<file path="config.mk">
export PLATFORM = sky130hd
export DESIGN_NAME = fpu_issue_ctrl_flat
export DESIGN_NICKNAME = d
export VERILOG_FILES = /design/src/rtl/fpu_issue_ctrl_if.sv /design/src/rtl/fpu_issue_ctrl.sv /design/src/flat_wrapper.sv
export SDC_FILE = /design/constraint.sdc
export NUM_CORES = 1
export LEC_CHECK = 0
export ABC_AREA = 0
export BUFFER_PORTS_ARGS = -buffer_cell sky130_fd_sc_hd__buf_2
export CORE_MARGIN = 5
export CORE_UTILIZATION = 49
export DETAILED_ROUTE_END_ITERATION = 8
export MAX_ROUTING_LAYER = met4
export PLACE_DENSITY = 0.75
export RECOVER_POWER = 25
export SLEW_MARGIN = 20
export SYNTH_ARGS = -nofsm -noshare
export SYNTH_HDL_FRONTEND = slang
export SYNTH_SLANG_ARGS = --single-unit
export TNS_END_PERCENT = 20
</file>
<file path="constraint.sdc">
create_clock -name clk -period 7.4 [get_ports clk]
set_clock_uncertainty 0.2 [all_clocks]
set_input_delay 0.37 -clock clk [delete_from_list [all_inputs] [get_ports clk]]
set_output_delay 0.37 -clock clk [all_outputs]
set_load 0.01 [all_outputs]
</file>
<file path="src/rtl/fpu_issue_ctrl_if.sv">
// ============================================================================
// Module      : fpu_issue_ctrl_if
// Description : Instruction-issue / FPU-control bundle between the front end
//               (master) and fpu_issue_ctrl (slave).
//   instr_valid, instr    : instruction presented this cycle (master -> slave)
//   stall                 : combinational hold request (slave -> master)
//   fpu_start/sub/dbl     : datapath launch pulse and its operation qualifiers
//   fwb_en, fwb_addr      : float-register file write port
//   busy_mask             : per-register pending-write scoreboard
//   illegal               : undecodable FR instruction pulse
// Revision    : 1.0 - initial release
// ============================================================================
`default_nettype none

interface fpu_issue_ctrl_if;
    logic        instr_valid;
    logic [31:0] instr;
    logic        stall;
    logic        fpu_start;
    logic        fpu_sub;
    logic        fpu_dbl;
    logic        fwb_en;
    logic [4:0]  fwb_addr;
    logic [31:0] busy_mask;
    logic        illegal;

    modport master (
        output instr_valid, instr,
        input  stall, fpu_start, fpu_sub, fpu_dbl, fwb_en, fwb_addr,
               busy_mask, illegal
    );

    modport slave (
        input  instr_valid, instr,
        output stall, fpu_start, fpu_sub, fpu_dbl, fwb_en, fwb_addr,
               busy_mask, illegal
    );
endinterface

`default_nettype wire

</file>
<file path="src/rtl/fpu_issue_ctrl.sv">
// ============================================================================
// Module      : fpu_issue_ctrl
// Description : Issue controller for a single-issue FP add/sub unit. Decodes
//               FR add/sub, tracks float-register hazards with a busy
//               scoreboard, sequences execute latency and writeback.
//   clk    : sole clock, rising edge
//   reset  : synchronous, active-high
//   bus    : fpu_issue_ctrl_if.slave (instruction in, stall/control out)
// Parameters  : FPU_LAT   (1..15) single-precision execute cycles
//               DBL_EXTRA (0..15) extra execute cycles for double precision
// Options     : FPU_DOUBLE_FMT_EN - enables fmt 0x11 (double) with an
//               even/odd register pair written back over two cycles.
// Revision    : 1.0 - initial release
// ============================================================================
`default_nettype none

module fpu_issue_ctrl #(
    parameter int FPU_LAT   = 3,
    parameter int DBL_EXTRA = 2
) (
    input  wire logic       clk,
    input  wire logic       reset,
    fpu_issue_ctrl_if.slave bus
);

    // Counter must hold the longest load value (double case).
    localparam int c_CNT_W = $clog2(FPU_LAT + DBL_EXTRA + 1);
    localparam logic [c_CNT_W-1:0] c_LOAD_SGL = c_CNT_W'(FPU_LAT - 1);
`ifdef FPU_DOUBLE_FMT_EN
    localparam logic [c_CNT_W-1:0] c_LOAD_DBL = c_CNT_W'(FPU_LAT + DBL_EXTRA - 1);
`endif

    typedef enum logic [1:0] {
        S_IDLE = 2'd0,
        S_EXEC = 2'd1,
        S_WB   = 2'd2
`ifdef FPU_DOUBLE_FMT_EN
        ,S_WB2 = 2'd3
`endif
    } state_t;

    // ------------------------------------------------------------------
    // Decode
    // ------------------------------------------------------------------
    logic [5:0] w_opcode;
    logic [4:0] w_fmt;
    logic [4:0] w_ft;
    logic [4:0] w_fs;
    logic [4:0] w_fd;
    logic [5:0] w_funct;
    logic       w_is_fr;
    logic       w_is_mem;
    logic       w_funct_ok;
    logic       w_legal;
    logic       w_stall;
    logic       w_accept;
    logic       w_illegal;

    assign w_opcode = bus.instr[31:26];
    assign w_fmt    = bus.instr[25:21];
    assign w_ft     = bus.instr[20:16];
    assign w_fs     = bus.instr[15:11];
    assign w_fd     = bus.instr[10:6];
    assign w_funct  = bus.instr[5:0];

    assign w_is_fr    = bus.instr_valid && (w_opcode == 6'h11);
    assign w_is_mem   = bus.instr_valid && ((w_opcode == 6'h31) || (w_opcode == 6'h39));
    // funct 0x00 = add, 0x01 = sub; funct[0] then selects the operation.
    assign w_funct_ok = (w_funct[5:1] == 5'd0);

`ifdef FPU_DOUBLE_FMT_EN
    logic w_is_dbl;
    // A double occupies an even/odd pair, so the destination must be even.
    assign w_is_dbl = (w_fmt == 5'h11) && !w_fd[0] && w_funct_ok;
    assign w_legal  = ((w_fmt == 5'h10) && w_funct_ok) || w_is_dbl;
`else
    assign w_legal  = (w_fmt == 5'h10) && w_funct_ok;
`endif

    // ------------------------------------------------------------------
    // Registers
    // ------------------------------------------------------------------
    state_t             r_state;
    state_t             w_state_nxt;
    logic [c_CNT_W-1:0] r_cnt;
    logic [c_CNT_W-1:0] w_cnt_nxt;
    logic [31:0]        r_busy;
    logic [31:0]        w_busy_nxt;
    logic [4:0]         r_fd;
    logic [4:0]         w_fd_nxt;
    logic               r_start;
    logic               w_start_nxt;
    logic               r_sub;
    logic               w_sub_nxt;
    logic               r_fwb_en;
    logic               w_fwb_en_nxt;
    logic [4:0]         r_fwb_addr;
    logic [4:0]         w_fwb_addr_nxt;
    logic               r_illegal;
`ifdef FPU_DOUBLE_FMT_EN
    logic               r_dbl;
    logic               w_dbl_nxt;
`endif

    // Hazards: a busy controller blocks every FR op (legal or not); RAW on
    // fs/ft blocks FR ops; a load/store must wait for its ft register.
    assign w_stall = (w_is_fr && ((r_state != S_IDLE) || r_busy[w_fs] || r_busy[w_ft]))
                   || (w_is_mem && r_busy[w_ft]);

    assign w_accept  = w_is_fr &&  w_legal && (r_state == S_IDLE) && !w_stall;
    assign w_illegal = w_is_fr && !w_legal && (r_state == S_IDLE) && !w_stall;

    // ------------------------------------------------------------------
    // Next-state / next-output logic
    // ------------------------------------------------------------------
    always_comb begin
        w_state_nxt    = r_state;
        w_cnt_nxt      = r_cnt;
        w_busy_nxt     = r_busy;
        w_fd_nxt       = r_fd;
        w_start_nxt    = 1'b0;
        w_sub_nxt      = r_sub;
        w_fwb_en_nxt   = 1'b0;
        w_fwb_addr_nxt = r_fwb_addr;
`ifdef FPU_DOUBLE_FMT_EN
        w_dbl_nxt      = r_dbl;
`endif
        case (r_state)
            S_IDLE: begin
                if (w_accept) begin
                    w_state_nxt       = S_EXEC;
                    w_start_nxt       = 1'b1;
                    w_sub_nxt         = w_funct[0];
                    w_fd_nxt          = w_fd;
                    w_cnt_nxt         = c_LOAD_SGL;
                    w_busy_nxt[w_fd]  = 1'b1;
`ifdef FPU_DOUBLE_FMT_EN
                    w_dbl_nxt         = w_is_dbl;
                    if (w_is_dbl) begin
                        w_cnt_nxt                  = c_LOAD_DBL;
                        w_busy_nxt[{w_fd[4:1], 1'b1}] = 1'b1;
                    end
`endif
                end
            end
            S_EXEC: begin
                if (r_cnt == '0) begin
                    // fwb_en is registered, so it is raised on entry to WB.
                    w_state_nxt    = S_WB;
                    w_fwb_en_nxt   = 1'b1;
                    w_fwb_addr_nxt = r_fd;
                end else begin
                    w_cnt_nxt = r_cnt - c_CNT_W'(1);
                end
            end
            S_WB: begin
                w_busy_nxt[r_fd] = 1'b0;
                w_state_nxt      = S_IDLE;
`ifdef FPU_DOUBLE_FMT_EN
                if (r_dbl) begin
                    w_state_nxt    = S_WB2;
                    w_fwb_en_nxt   = 1'b1;
                    w_fwb_addr_nxt = {r_fd[4:1], 1'b1};
                end
`endif
            end
`ifdef FPU_DOUBLE_FMT_EN
            S_WB2: begin
                w_busy_nxt[{r_fd[4:1], 1'b1}] = 1'b0;
                w_state_nxt                   = S_IDLE;
            end
`endif
            default: begin
                w_state_nxt = S_IDLE;
            end
        endcase
    end

    // ------------------------------------------------------------------
    // State register
    // ------------------------------------------------------------------
    always_ff @(posedge clk) begin
        if (reset) begin
            r_state    <= S_IDLE;
            r_cnt      <= '0;
            r_busy     <= '0;
            r_fd       <= '0;
            r_start    <= 1'b0;
            r_sub      <= 1'b0;
            r_fwb_en   <= 1'b0;
            r_fwb_addr <= '0;
            r_illegal  <= 1'b0;
`ifdef FPU_DOUBLE_FMT_EN
            r_dbl      <= 1'b0;
`endif
        end else begin
            r_state    <= w_state_nxt;
            r_cnt      <= w_cnt_nxt;
            r_busy     <= w_busy_nxt;
            r_fd       <= w_fd_nxt;
            r_start    <= w_start_nxt;
            r_sub      <= w_sub_nxt;
            r_fwb_en   <= w_fwb_en_nxt;
            r_fwb_addr <= w_fwb_addr_nxt;
            r_illegal  <= w_illegal;
`ifdef FPU_DOUBLE_FMT_EN
            r_dbl      <= w_dbl_nxt;
`endif
        end
    end

    // ------------------------------------------------------------------
    // Outputs
    // ------------------------------------------------------------------
    assign bus.stall     = w_stall;
    assign bus.fpu_start = r_start;
    assign bus.fpu_sub   = r_sub;
    assign bus.fwb_en    = r_fwb_en;
    assign bus.fwb_addr  = r_fwb_addr;
    assign bus.busy_mask = r_busy;
    assign bus.illegal   = r_illegal;
`ifdef FPU_DOUBLE_FMT_EN
    assign bus.fpu_dbl   = r_dbl;
`else
    assign bus.fpu_dbl   = 1'b0;
`endif

endmodule

`default_nettype wire

</file>
<file path="src/flat_wrapper.sv">
// flat-port wrapper written by rule: the top's interface ports become plain ports
module fpu_issue_ctrl_flat 
#(
    parameter int FPU_LAT   = 3,
    parameter int DBL_EXTRA = 2
)
  (clk, reset, bus_instr_valid, bus_instr, bus_stall, bus_fpu_start, bus_fpu_sub, bus_fpu_dbl, bus_fwb_en, bus_fwb_addr, bus_busy_mask, bus_illegal);
  fpu_issue_ctrl_if bus_i ();
  input  wire logic clk;
  input  wire logic reset;
  input wire logic [$bits(bus_i.instr_valid)-1:0] bus_instr_valid;
  input wire logic [$bits(bus_i.instr)-1:0] bus_instr;
  output wire logic [$bits(bus_i.stall)-1:0] bus_stall;
  output wire logic [$bits(bus_i.fpu_start)-1:0] bus_fpu_start;
  output wire logic [$bits(bus_i.fpu_sub)-1:0] bus_fpu_sub;
  output wire logic [$bits(bus_i.fpu_dbl)-1:0] bus_fpu_dbl;
  output wire logic [$bits(bus_i.fwb_en)-1:0] bus_fwb_en;
  output wire logic [$bits(bus_i.fwb_addr)-1:0] bus_fwb_addr;
  output wire logic [$bits(bus_i.busy_mask)-1:0] bus_busy_mask;
  output wire logic [$bits(bus_i.illegal)-1:0] bus_illegal;
  assign bus_i.instr_valid = bus_instr_valid;
  assign bus_i.instr = bus_instr;
  assign bus_stall = bus_i.stall;
  assign bus_fpu_start = bus_i.fpu_start;
  assign bus_fpu_sub = bus_i.fpu_sub;
  assign bus_fpu_dbl = bus_i.fpu_dbl;
  assign bus_fwb_en = bus_i.fwb_en;
  assign bus_fwb_addr = bus_i.fwb_addr;
  assign bus_busy_mask = bus_i.busy_mask;
  assign bus_illegal = bus_i.illegal;
  fpu_issue_ctrl #(.FPU_LAT(FPU_LAT), .DBL_EXTRA(DBL_EXTRA)) u_core (.clk(clk), .reset(reset), .bus(bus_i));
endmodule
</file>
==> results by group <==
Logic synthesis
  • Seq/Total Area, Yosys: 34.5%
  • Most used DFF post-synth: dfxtp_1
  • Yosys top cell area share: 34.5%
  • Post-synth top area cell: dfxtp_1
  • Synth cell types: 48
  • Syn Nets: 383
  • XOR/XNOR Fraction of Synth Area: 0%
  • Synthesized area per cell: 8.56 um2
  • Adder and majority gate portion of the synthesized area: 0.845%
  • Gate Count Post-Synth: 346
  • Yosys warnings: 0
  • Main combinational cell family by area after synthesis: simple AND/OR/NAND/NOR gates
  • Mapped Area: 0.00296 mm2
  • EDFF count, synth: 0
  • Synth Area in Compound Gates: 15.4%
  • Mux cell area share after synthesis: 13.4%
  • #FFs+latches synth: 51
  • Async SR Flop Fraction: 0%
  • Synth top area cells: dfxtp_1 34%, mux4_2 7.6%, nand3b_1 6.6%
  • Post-Synth Simple-Gate Area: 31.5%

STA
  • Tcrit/Tclk final: 43.2%
  • Slew Viols, Final: 56
  • Slew @ Worst Pin: 2.10 ns
  • Fmax: 313 MHz
  • RSZ-0062 raised after global routing: no
  • Fin crit period: 3.20 ns
  • Setup TNS: 0 ns
  • Final setup violation count: 0
  • Worst hold slack: 0.140 ns
  • Final Hold Vio Count: 0
  • Slew Limit Headroom: -40.0%

Placement
  • Final HPWL DP: 6340 um
  • RD Place Congestion: 0.919
  • DP Area: 0.00333 mm2
  • PortBufs: 76

Floorplanning
  • Die Span X: 87.8 um
  • Cell Rows: 28
  • Die span in y: 87.8 um
  • Core Region: 0.00589 mm2
  • IO Count: 78
  • Initial Utilization: 50.3%
  • Die area: 0.00770 mm2

Cells and area
  • Layout fillers: 530
  • Final Net Count: 442
  • Share of post-route cells with drive strength above 1: 20.4%
  • Footprint of the multi-input gates: 0.00182 mm2
  • Antenna cells: 0
  • Area growth, synth to finish: 14.1%
  • Sequential cell area: 0.00102 mm2
  • Commonest non-fill, non-tap cell in the layout: buf_2
  • Commonest non-fill, non-tap cells in the layout: 54 x buf_2, 51 x dfxtp_1, 29 x nand2_1
  • Final instance area: 0.00338 mm2

Power and ir drop
  • Clock group share of total power: 33.1%
  • Static leakage: 1.24 nW
  • Pwr/cell area: 141 mW/mm2
  • P_int: 0.000358 W
  • Gate power share: 9.2%
  • Sequential share of power: 57.7%
  • Maximum vdd drop: 0.0743 mV
  • Net Sw Frac: 24.6%
  • P_sw: 0.000117 W

Clock network
  • Clock buffer depth: 2
  • Buffers inserted by post-CTS timing repair: 0
  • CTS buffer count: 5
  • CTS root buf: clkbuf_8
  • CTS tree: done
  • Clock transition at path regs: 0.09 ns
  • CTS H-tree lvls: 2
  • Clk_lat worst skew: 0.31 ns
  • Gates resized, CTS repair: 0
  • Post-CTS Hold Buffers: 0
  • CTS sink count: 51

Worst setup path
  • CP peak stage delay: 0.74 ns
  • Crit path max-delay cell type: nor4_2
  • Crit path max fanout: 10
  • CP required: 6.83 ns
  • Crit path kind: input pin to output pin
  • Crit-path cells: buf_2 > mux4_2 > nor2_1 > and3b_4 > nor4_2 > a21o_1 > nand2_1 > buf_2
  • CP Launch Type: input pin
  • Critical Path Sink Type: output pin
  • Crit-path most repeated cell: buf_2
  • Arr. time, crit path: 2.63 ns

Global route
  • Antenna violations before repair: 0
  • Layer with the highest usage: met2
  • Met3 Resource Use GR: 4.23%
  • Vias in the first global route: 2738
  • GRT met1 Usage: 33.3%
  • First-pass GRT wire length: 14000 um
  • GRT Total Usage: 24.1%
  • Largest net degree at the start of global routing: 56
  • Overflow after GRT: 0
  • Met2 Track Usage GR: 36.0%

Drt
  • Drt via density: 6.10
  • Avg WL per Cell: 18.0 um
  • DR iter-0 viols: 311
  • Post-Route WL: 8660 um
  • Total number of vias: 2932
  • DRC violations left: 0
  • Detailed Routing Iterations Pass 1: 5
  • Remaining antenna violation count: 0

Status
  • Failing checks: capacitance limit, slew limit
  • Status: finished, violations left

Min path
  • HP Class: input pin to register

Job
  • Max Cap Viol: 1
-- path summary, 6_finish.rpt --
kind	endpoint	start	cells past startpoint	slack [ns]
worst min register to register	u_core.bus.fpu_sub	u_core.bus.fpu_sub	2	0.27
worst min-delay path	u_core.bus.fpu_sub	bus_instr[0]	3	0.14
worst max-delay path	bus_stall	bus_instr[12]	8	4.20
worst max register to register	u_core.bus.busy_mask[24]	u_core.bus.busy_mask[30]	6	4.49
-- power by group through the flow --
stage | Combinational [W] | Clock, W | Sequential (W)
2_1_floorplan | 0.0000294 | 0 | 0.000281
3_3_place_gp | 0.0000420 | 0 | 0.000281
3_5_place_dp | 0.0000429 | 0 | 0.000281
4_1_cts | 0.0000433 | 0.000158 | 0.000274
5_1_grt | 0.0000482 | 0.000170 | 0.000274
6_report | 0.0000438 | 0.000157 | 0.000274
-- cell usage after synthesis, types with 3 or more instances --
master / n
dfxtp_1: 51
nand2_1: 29
o21ai_0: 28
nand3b_1: 26
nor2b_1: 23
nor2_1: 20
clkbuf_1: 18
mux2i_1: 15
o21ai_1: 14
nand3_1: 12
mux4_2: 10
o31ai_1: 10
a21oi_1: 9
nand4_1: 9
nor3_1: 9
nand2b_1: 5
inv_1: 4
nor3b_1: 4
or3_1: 4
a211oi_1: 3
nor4_1: 3
or4_4: 3
-- cell type report --
type	instances	share of cell area, %
timing repair buffer	76	10.4
clock inverter	1	0.148
sequential	51	30.2
clock buffer	7	2.26
inverter	4	0.444
multi-input combinational	267	53.7
tap	75	2.78
-- cell families after synthesis --
| family | count (synthesis) |
|---|---|
| simple gates | 160 |
| mux | 27 |
| flops | 51 |
| compound gates | 77 |
| fa+ha+maj | 2 |
| buf+inv | 28 |
| other cells | 1 |
-- metal layers --
layer | vias up | routed length, um
li1 | 1384 | -
met1 | 1374 | 3680
met2 | 162 | 3940
met3 | 12 | 900
met4 | 0 | 144
met5 | - | 0
-- metrics by stage --
step                std cells  power (W)  setup WS [ns]  util (%)
floorplan                 346   0.000310           4.55         -
global placement          473   0.000323           4.28      56.5
detailed placement        473   0.000324           4.23      56.5
CTS                       481   0.000476           4.22      57.9
global route              481   0.000492           4.07      57.4
finish                    481   0.000475           4.20      57.4
-- critical path, delay by kind of cell --
kind | cells | cell delay [ns]
simple gates | 4 | 1.10
buf+inv | 2 | 0.41
mux | 1 | 0.53
compound gates | 1 | 0.22
-- state kept, by name, indices dropped and copies added, names as in the netlist --
name                  flops
u_core.r_state            2
u_core.bus.fpu_sub        1
u_core.bus.busy_mask     32
u_core.r_fd               5
u_core.bus.fpu_start      1
u_core.bus.illegal        1
u_core.bus.fwb_en         1
u_core.r_cnt              3
u_core.bus.fwb_addr       5
Note: power is estimated with default switching activity, not from simulation.
